File: config.mk
export PLATFORM = sky130hd
export DESIGN_NAME = seq_mul_param
export DESIGN_NICKNAME = d
export VERILOG_FILES = /design/src/rtl/seq_mul_pkg.sv /design/src/rtl/seq_mul_core.sv /design/src/rtl/seq_mul_param.sv
export SDC_FILE = /design/constraint.sdc
export NUM_CORES = 1
export LEC_CHECK = 0
export CORE_MARGIN = 4
export CORE_UTILIZATION = 46
export CTS_BUF_LIST = sky130_fd_sc_hd__clkbuf_4
export CTS_CLUSTER_SIZE = 10
export DETAILED_ROUTE_END_ITERATION = 10
export HOLD_SLACK_MARGIN = 0.12
export PLACE_DENSITY = 0.67
export SYNTH_ARGS = -nofsm -noshare
export SYNTH_HDL_FRONTEND = slang
export SYNTH_SLANG_ARGS = --single-unit
export TNS_END_PERCENT = 30
File: constraint.sdc
create_clock -name Clk -period 8.7 [get_ports Clk]
set_clock_uncertainty 0.15 [all_clocks]
set_input_delay 0.87 -clock Clk [delete_from_list [all_inputs] [get_ports Clk]]
set_output_delay 0.87 -clock Clk [all_outputs]
set_load 0.01 [all_outputs]
File: src/rtl/seq_mul_pkg.sv
`default_nettype none
// ============================================================================
// Module      : seq_mul_pkg
// Description : Shared mode and state encodings for the sequential multiplier.
// Revision    : 1.0 - initial parametrised release
// ============================================================================
package seq_mul_pkg;

    localparam logic [1:0] MODE_MUL    = 2'b00;
    localparam logic [1:0] MODE_MULH   = 2'b01;
    localparam logic [1:0] MODE_MULHSU = 2'b10;
    localparam logic [1:0] MODE_MULHU  = 2'b11;

    localparam logic [1:0] S_IDLE = 2'd0;
    localparam logic [1:0] S_CALC = 2'd1;
    localparam logic [1:0] S_FIX  = 2'd2;
    localparam logic [1:0] S_DONE = 2'd3;

    function automatic logic a_is_signed(input logic [1:0] mode);
        return (mode == MODE_MULH) || (mode == MODE_MULHSU);
    endfunction

    function automatic logic b_is_signed(input logic [1:0] mode);
        return (mode == MODE_MULH);
    endfunction

endpackage
`default_nettype wire

File: src/rtl/seq_mul_core.sv
`default_nettype none
// ============================================================================
// Module      : seq_mul_core
// Description : Unsigned radix-2 shift-add datapath: accumulator, adder, counter.
// Revision    : 1.0 - initial parametrised release
// ============================================================================
module seq_mul_core
    import seq_mul_pkg::*;
#(
    parameter int WIDTH = 64,
    parameter int CNT_W = $clog2(WIDTH + 1)
) (
    input  logic               Clk,
    input  logic               Rst,
    input  logic               load,
    input  logic               step,
    input  logic [WIDTH-1:0]   a_mag,
    input  logic [WIDTH-1:0]   b_mag,
    output logic               last,
    output logic [2*WIDTH-1:0] acc
);

    localparam logic [CNT_W-1:0] c_last = CNT_W'(WIDTH - 1);

    logic [WIDTH-1:0] r_a;
    logic [2*WIDTH:0] r_acc;
    logic [CNT_W-1:0] r_cnt;
    logic [WIDTH:0]   w_sum;

    // {carry, hi} is summed as one WIDTH+1 bit quantity so the carry-out is never lost
    assign w_sum = r_acc[2*WIDTH:WIDTH] + (r_acc[0] ? {1'b0, r_a} : {(WIDTH+1){1'b0}});

    always_ff @(posedge Clk) begin
        if (Rst) begin
            r_a   <= '0;
            r_acc <= '0;
            r_cnt <= '0;
        end else if (load) begin
            r_a   <= a_mag;
            r_acc <= {1'b0, {WIDTH{1'b0}}, b_mag};
            r_cnt <= '0;
        end else if (step) begin
            r_acc <= {1'b0, w_sum, r_acc[WIDTH-1:1]};
            r_cnt <= r_cnt + CNT_W'(1);
        end
    end

    assign last = (r_cnt == c_last);
    assign acc  = r_acc[2*WIDTH-1:0];

endmodule
`default_nettype wire

File: src/rtl/seq_mul_param.sv
`default_nettype none
// ============================================================================
// Module      : seq_mul_param
// Description : Parametrised sequential multiplier with RISC-V M-extension modes.
// Revision    : 1.0 - initial parametrised release
// ============================================================================
module seq_mul_param
    import seq_mul_pkg::*;
#(
    parameter int WIDTH = 64
) (
    input  logic               Clk,
    input  logic               Rst,
    input  logic               start,
    input  logic [1:0]         mode,
    input  logic [WIDTH-1:0]   multiplicand,
    input  logic [WIDTH-1:0]   multiplier,
    output logic               busy,
    output logic               done,
    output logic [2*WIDTH-1:0] product,
    output logic [WIDTH-1:0]   result
);

    localparam int CNT_W = $clog2(WIDTH + 1);

    logic [1:0]         r_state;
    logic [1:0]         w_next;
    logic [1:0]         r_mode;
    logic               r_neg;
    logic [2*WIDTH-1:0] r_product;
    logic [WIDTH-1:0]   r_result;

    logic               w_accept;
    logic               w_load;
    logic               w_step;
    logic               w_fix;
    logic               w_last;
    logic               w_sa;
    logic               w_sb;
    logic [WIDTH-1:0]   w_a_mag;
    logic [WIDTH-1:0]   w_b_mag;
    logic [2*WIDTH-1:0] w_acc;
    logic [2*WIDTH-1:0] w_prod;

    assign w_accept = start && ((r_state == S_IDLE) || (r_state == S_DONE));

    // Negating the most-negative value yields 2^(WIDTH-1), which is its correct magnitude
    assign w_sa    = a_is_signed(mode) & multiplicand[WIDTH-1];
    assign w_sb    = b_is_signed(mode) & multiplier[WIDTH-1];
    assign w_a_mag = w_sa ? -multiplicand : multiplicand;
    assign w_b_mag = w_sb ? -multiplier   : multiplier;

    seq_mul_core #(
        .WIDTH (WIDTH),
        .CNT_W (CNT_W)
    ) u_core (
        .Clk   (Clk),
        .Rst   (Rst),
        .load  (w_load),
        .step  (w_step),
        .a_mag (w_a_mag),
        .b_mag (w_b_mag),
        .last  (w_last),
        .acc   (w_acc)
    );

    always_ff @(posedge Clk) begin
        if (Rst) begin
            r_state <= S_IDLE;
        end else begin
            r_state <= w_next;
        end
    end

    always_comb begin
        w_next = r_state;
        case (r_state)
            S_IDLE:  if (w_accept) w_next = S_CALC;
            S_CALC:  if (w_last)   w_next = S_FIX;
            S_FIX:   w_next = S_DONE;
            S_DONE:  w_next = w_accept ? S_CALC : S_IDLE;
            default: w_next = S_IDLE;
        endcase
    end

    always_comb begin
        busy   = (r_state == S_CALC) || (r_state == S_FIX);
        done   = (r_state == S_DONE);
        w_load = w_accept;
        w_step = (r_state == S_CALC);
        w_fix  = (r_state == S_FIX);
    end

    assign w_prod = r_neg ? -w_acc : w_acc;

    always_ff @(posedge Clk) begin
        if (Rst) begin
            r_mode    <= MODE_MUL;
            r_neg     <= 1'b0;
            r_product <= '0;
            r_result  <= '0;
        end else begin
            if (w_load) begin
                r_mode <= mode;
                r_neg  <= w_sa ^ w_sb;
            end
            if (w_fix) begin
                r_product <= w_prod;
                r_result  <= (r_mode == MODE_MUL) ? w_prod[WIDTH-1:0] : w_prod[2*WIDTH-1:WIDTH];
            end
        end
    end

    assign product = r_product;
    assign result  = r_result;

endmodule
`default_nettype wire

==> flow_metrics.tcl <==
set metrics [dict create \
    total_power_uw 8375 \
    synth_edf_count 0 \
    hold_buffers 0 \
    gr-total-overflow 0 \
    grt_pass1_wl_um 151700 \
    crit_path_cell_trace "buf_4 -> and2_1 -> ha_1 -> nand2_1 -> nor3_1 -> nand2_1 -> a211oi_1 -> o21ai_0 -> a211oi_1 -> a31oi_1 -> or4_1 -> nand3_1" \
    worst_path_max_delay_cell "a211oi_1" \
    io_pins 327 \
    htree_levels 3 \
    slew_violations 0 \
    vias 25930 \
    nFillCells 4984 \
    drive_above_1_share_pct 6.868 \
    dp_hpwl_um 81060 \
    hold_path_class "input port to flip-flop" \
    worst-path-stages 12 \
    fin_cells 4141 \
    grtUsageMet2_pct 50.66 \
    die_y_um 239.0 \
    r2r_slack_ns 3.88 \
    use_met3_pct 6.322 \
    gr-usage-met1_pct 49.88 \
    critPathKind "flip-flop to flip-flop" \
    cts_buffers 104 \
    postCtsSetupBuffers 0 \
    track_usage_pct 34.57 \
    multiInputGateArea_sq_um 15740 \
    yosysMostFrequentCell "dfxtp_1" \
    syn_avg_cell_area_sq_um 7.862 \
    required_ns 9.34 \
    async_reset_ff_share_pct 0 \
    area_delta_synth_final_pct 20.07 \
    first_pass_iters 6 \
    p_leak_uw 0.01093 \
    cts-root-buf "clkbuf_4" \
    startpoint "u_core.r_acc[0]$_SDFFE_PP0P_" \
    antenna_left 0 \
    setup_viol 0 \
    wl_um 104000 \
    postLayoutCoreUtil_pct 55.99 \
    cts_buffer_depth 3 \
    cts_tree "built" \
    p_per_area_nw_per_um2 284.1 \
    core_sq_um 52660 \
    dieArea_sq_um 57140 \
    start_util_pct 46.63 \
    num_rows 84 \
    ys_types 75 \
    cts.sinks 396 \
    path_delay_family "compound AO/OA/AOI/OAI gates" \
    reg2reg_depth 12 \
    r2r-start "u_core.r_acc[0]$_SDFFE_PP0P_" \
    period_needed_ns 4.822 \
    register_area_sq_um 7931 \
    synth-main-ff-cell "dfxtp_1" \
    routabilityCongestion 1.019 \
    cp_max_fo 65 \
    grt_pass1_vias 23650 \
    antenna_found_initial 3 \
    yosysSeqAreaShare_pct 32.29 \
    cp.buffers_inverters 1 \
    viasPerCell 6.262 \
    crit_path_end_kind "flip-flop" \
    nNetsFinal 3579 \
    ys_top_cells_by_area "dfxtp_1 32%, xor2_1 6.8%, nor2_1 5.7%" \
    busiest_layer "met2" \
    cpPeakStageDelay_ns 0.71 \
    setup_tns_ns 0 \
    clk_pin_slew_ns 0.07 \
    post-place-cells 3954 \
    ys_ff_latch 396 \
    max_slew.worst_pin.slew_ns 1.208 \
    drt_iter0_markers 2929 \
    yosys_warnings 0 \
    max_freq_ghz 0.2074 \
    grt_max_degree 104 \
    wl_per_cell_um 25.12 \
    min_period_over_period_pct 55.42 \
    clock_latency_ns 0.87 \
    outcome "finished, final reports clean" \
    yosysTopAreaCell "dfxtp_1" \
    io_buffers 326 \
    dieWidth_um 239.0 \
    rsz0062_at_grt "false" \
    r2r-end "u_core.r_acc[126]$_SDFFE_PP0P_" \
    finalHoldViolations 0 \
    slew-limit-headroom_pct 18.74 \
    synthCells 3123 \
    netlist_top_cells_count "396 x dfxtp_1, 375 x nor2_1, 303 x nand2_1" \
    endpoint "u_core.r_acc[126]$_SDFFE_PP0P_" \
    arrival_ns 5.46 \
    syn_nets 3330 \
    maxCapViolCount 0 \
    ir_worst_vdd_v 0.0002566 \
    yosysTopAreaCellShare_pct 32.29 \
    drc 0 \
    synthesis.area_sq_um 24550 \
    start_kind "flip-flop" \
    ctsResizeCount 0 \
]
==> power breakdown <==
group          internal (uW)  switching, uW  total [uW]
Combinational           1430           2550        3980
Clock                    806            827        1630
Sequential              2260            502        2760
==> state kept, by name, summed over array words and instances, names as in the netlist <==
| name | flops |
|---|---|
| r_state | 2 |
| u_core.r_a | 64 |
| u_core.r_cnt | 7 |
| result | 64 |
| product | 128 |
| u_core.r_acc | 128 |
| r_neg | 1 |
| r_mode | 2 |
==> cells in the final DEF (no fill, tap or decap), types with 47 or more instances in the layout <==
| cell | n |
|---|---|
| clkdlybuf4s50_1 | 325 |
| xor2_1 | 190 |
| clkbuf_4 | 138 |
| and2_1 | 71 |
| nand3_1 | 56 |
| ha_1 | 71 |
| nand2_1 | 302 |
| mux2i_1 | 96 |
| nor3_1 | 76 |
| nor2_1 | 370 |
| or3_1 | 66 |
| xnor2_1 | 97 |
| a21oi_1 | 184 |
| a211oi_1 | 164 |
| nand4_1 | 47 |
| or4_1 | 47 |
| dfxtp_1 | 395 |
| o31ai_1 | 54 |
| o21ai_0 | 164 |
==> how the worst min path moves through the flow <==
stage,to,cells after the start,startpoint
4_1_cts,u_core.r_acc[57]$_SDFFE_PP0P_,2,Rst
3_5_place_dp,result[8]$_SDFFE_PP0N_,2,result[8]$_SDFFE_PP0N_
5_1_grt,u_core.r_acc[57]$_SDFFE_PP0P_,2,Rst
3_3_place_gp,result[16]$_SDFFE_PP0N_,2,result[16]$_SDFFE_PP0N_
2_1_floorplan,u_core.r_a[52]$_SDFFE_PP0P_,2,u_core.r_a[52]$_SDFFE_PP0P_
6_report,r_state[1]$_SDFFE_PP0P_,2,Rst
==> cell type report <==
cell class                      instances  share of cell area (%)
Multi-Input combinational cell       2475                   53.38
Timing Repair Buffer                  358                   11.89
Clock buffer                          138                   3.514
Clock inverter                         47                  0.9124
Tap cell                              688                   2.920
Inverter                               37                  0.4711
Antenna cell                            2                 0.01698
Sequential cell                       396                   26.90
==> per-layer routing <==
metal | vias to the layer above | routed length, um
li1 | 11930 | -
met1 | 12400 | 45380
met2 | 1406 | 43510
met3 | 194 | 10550
met4 | 0 | 4590
met5 | - | 0
==> cell families after synthesis <==
kind of cell             share of synthesized area, %
AND/OR/NAND/NOR                                 23.00
multiplexers                                    3.959
XOR/XNOR                                        10.24
flip-flops                                      32.29
AO/OA/AOI/OAI                                   22.81
buffers and inverters                           3.898
adder cells (fa/ha/maj)                         3.801
==> through the flow <==
step           area (sq um)  worst slack (ns)  hold WS, ns
6_report              29480             3.878       0.2280
5_1_grt               29480             3.534       0.1926
4_1_cts               29480             3.942       0.1591
3_5_place_dp          28170             3.772       0.2886
3_3_place_gp          28170             3.891       0.2796
2_1_floorplan         24550             4.644       0.2674
(Power assumes the default switching activity.)
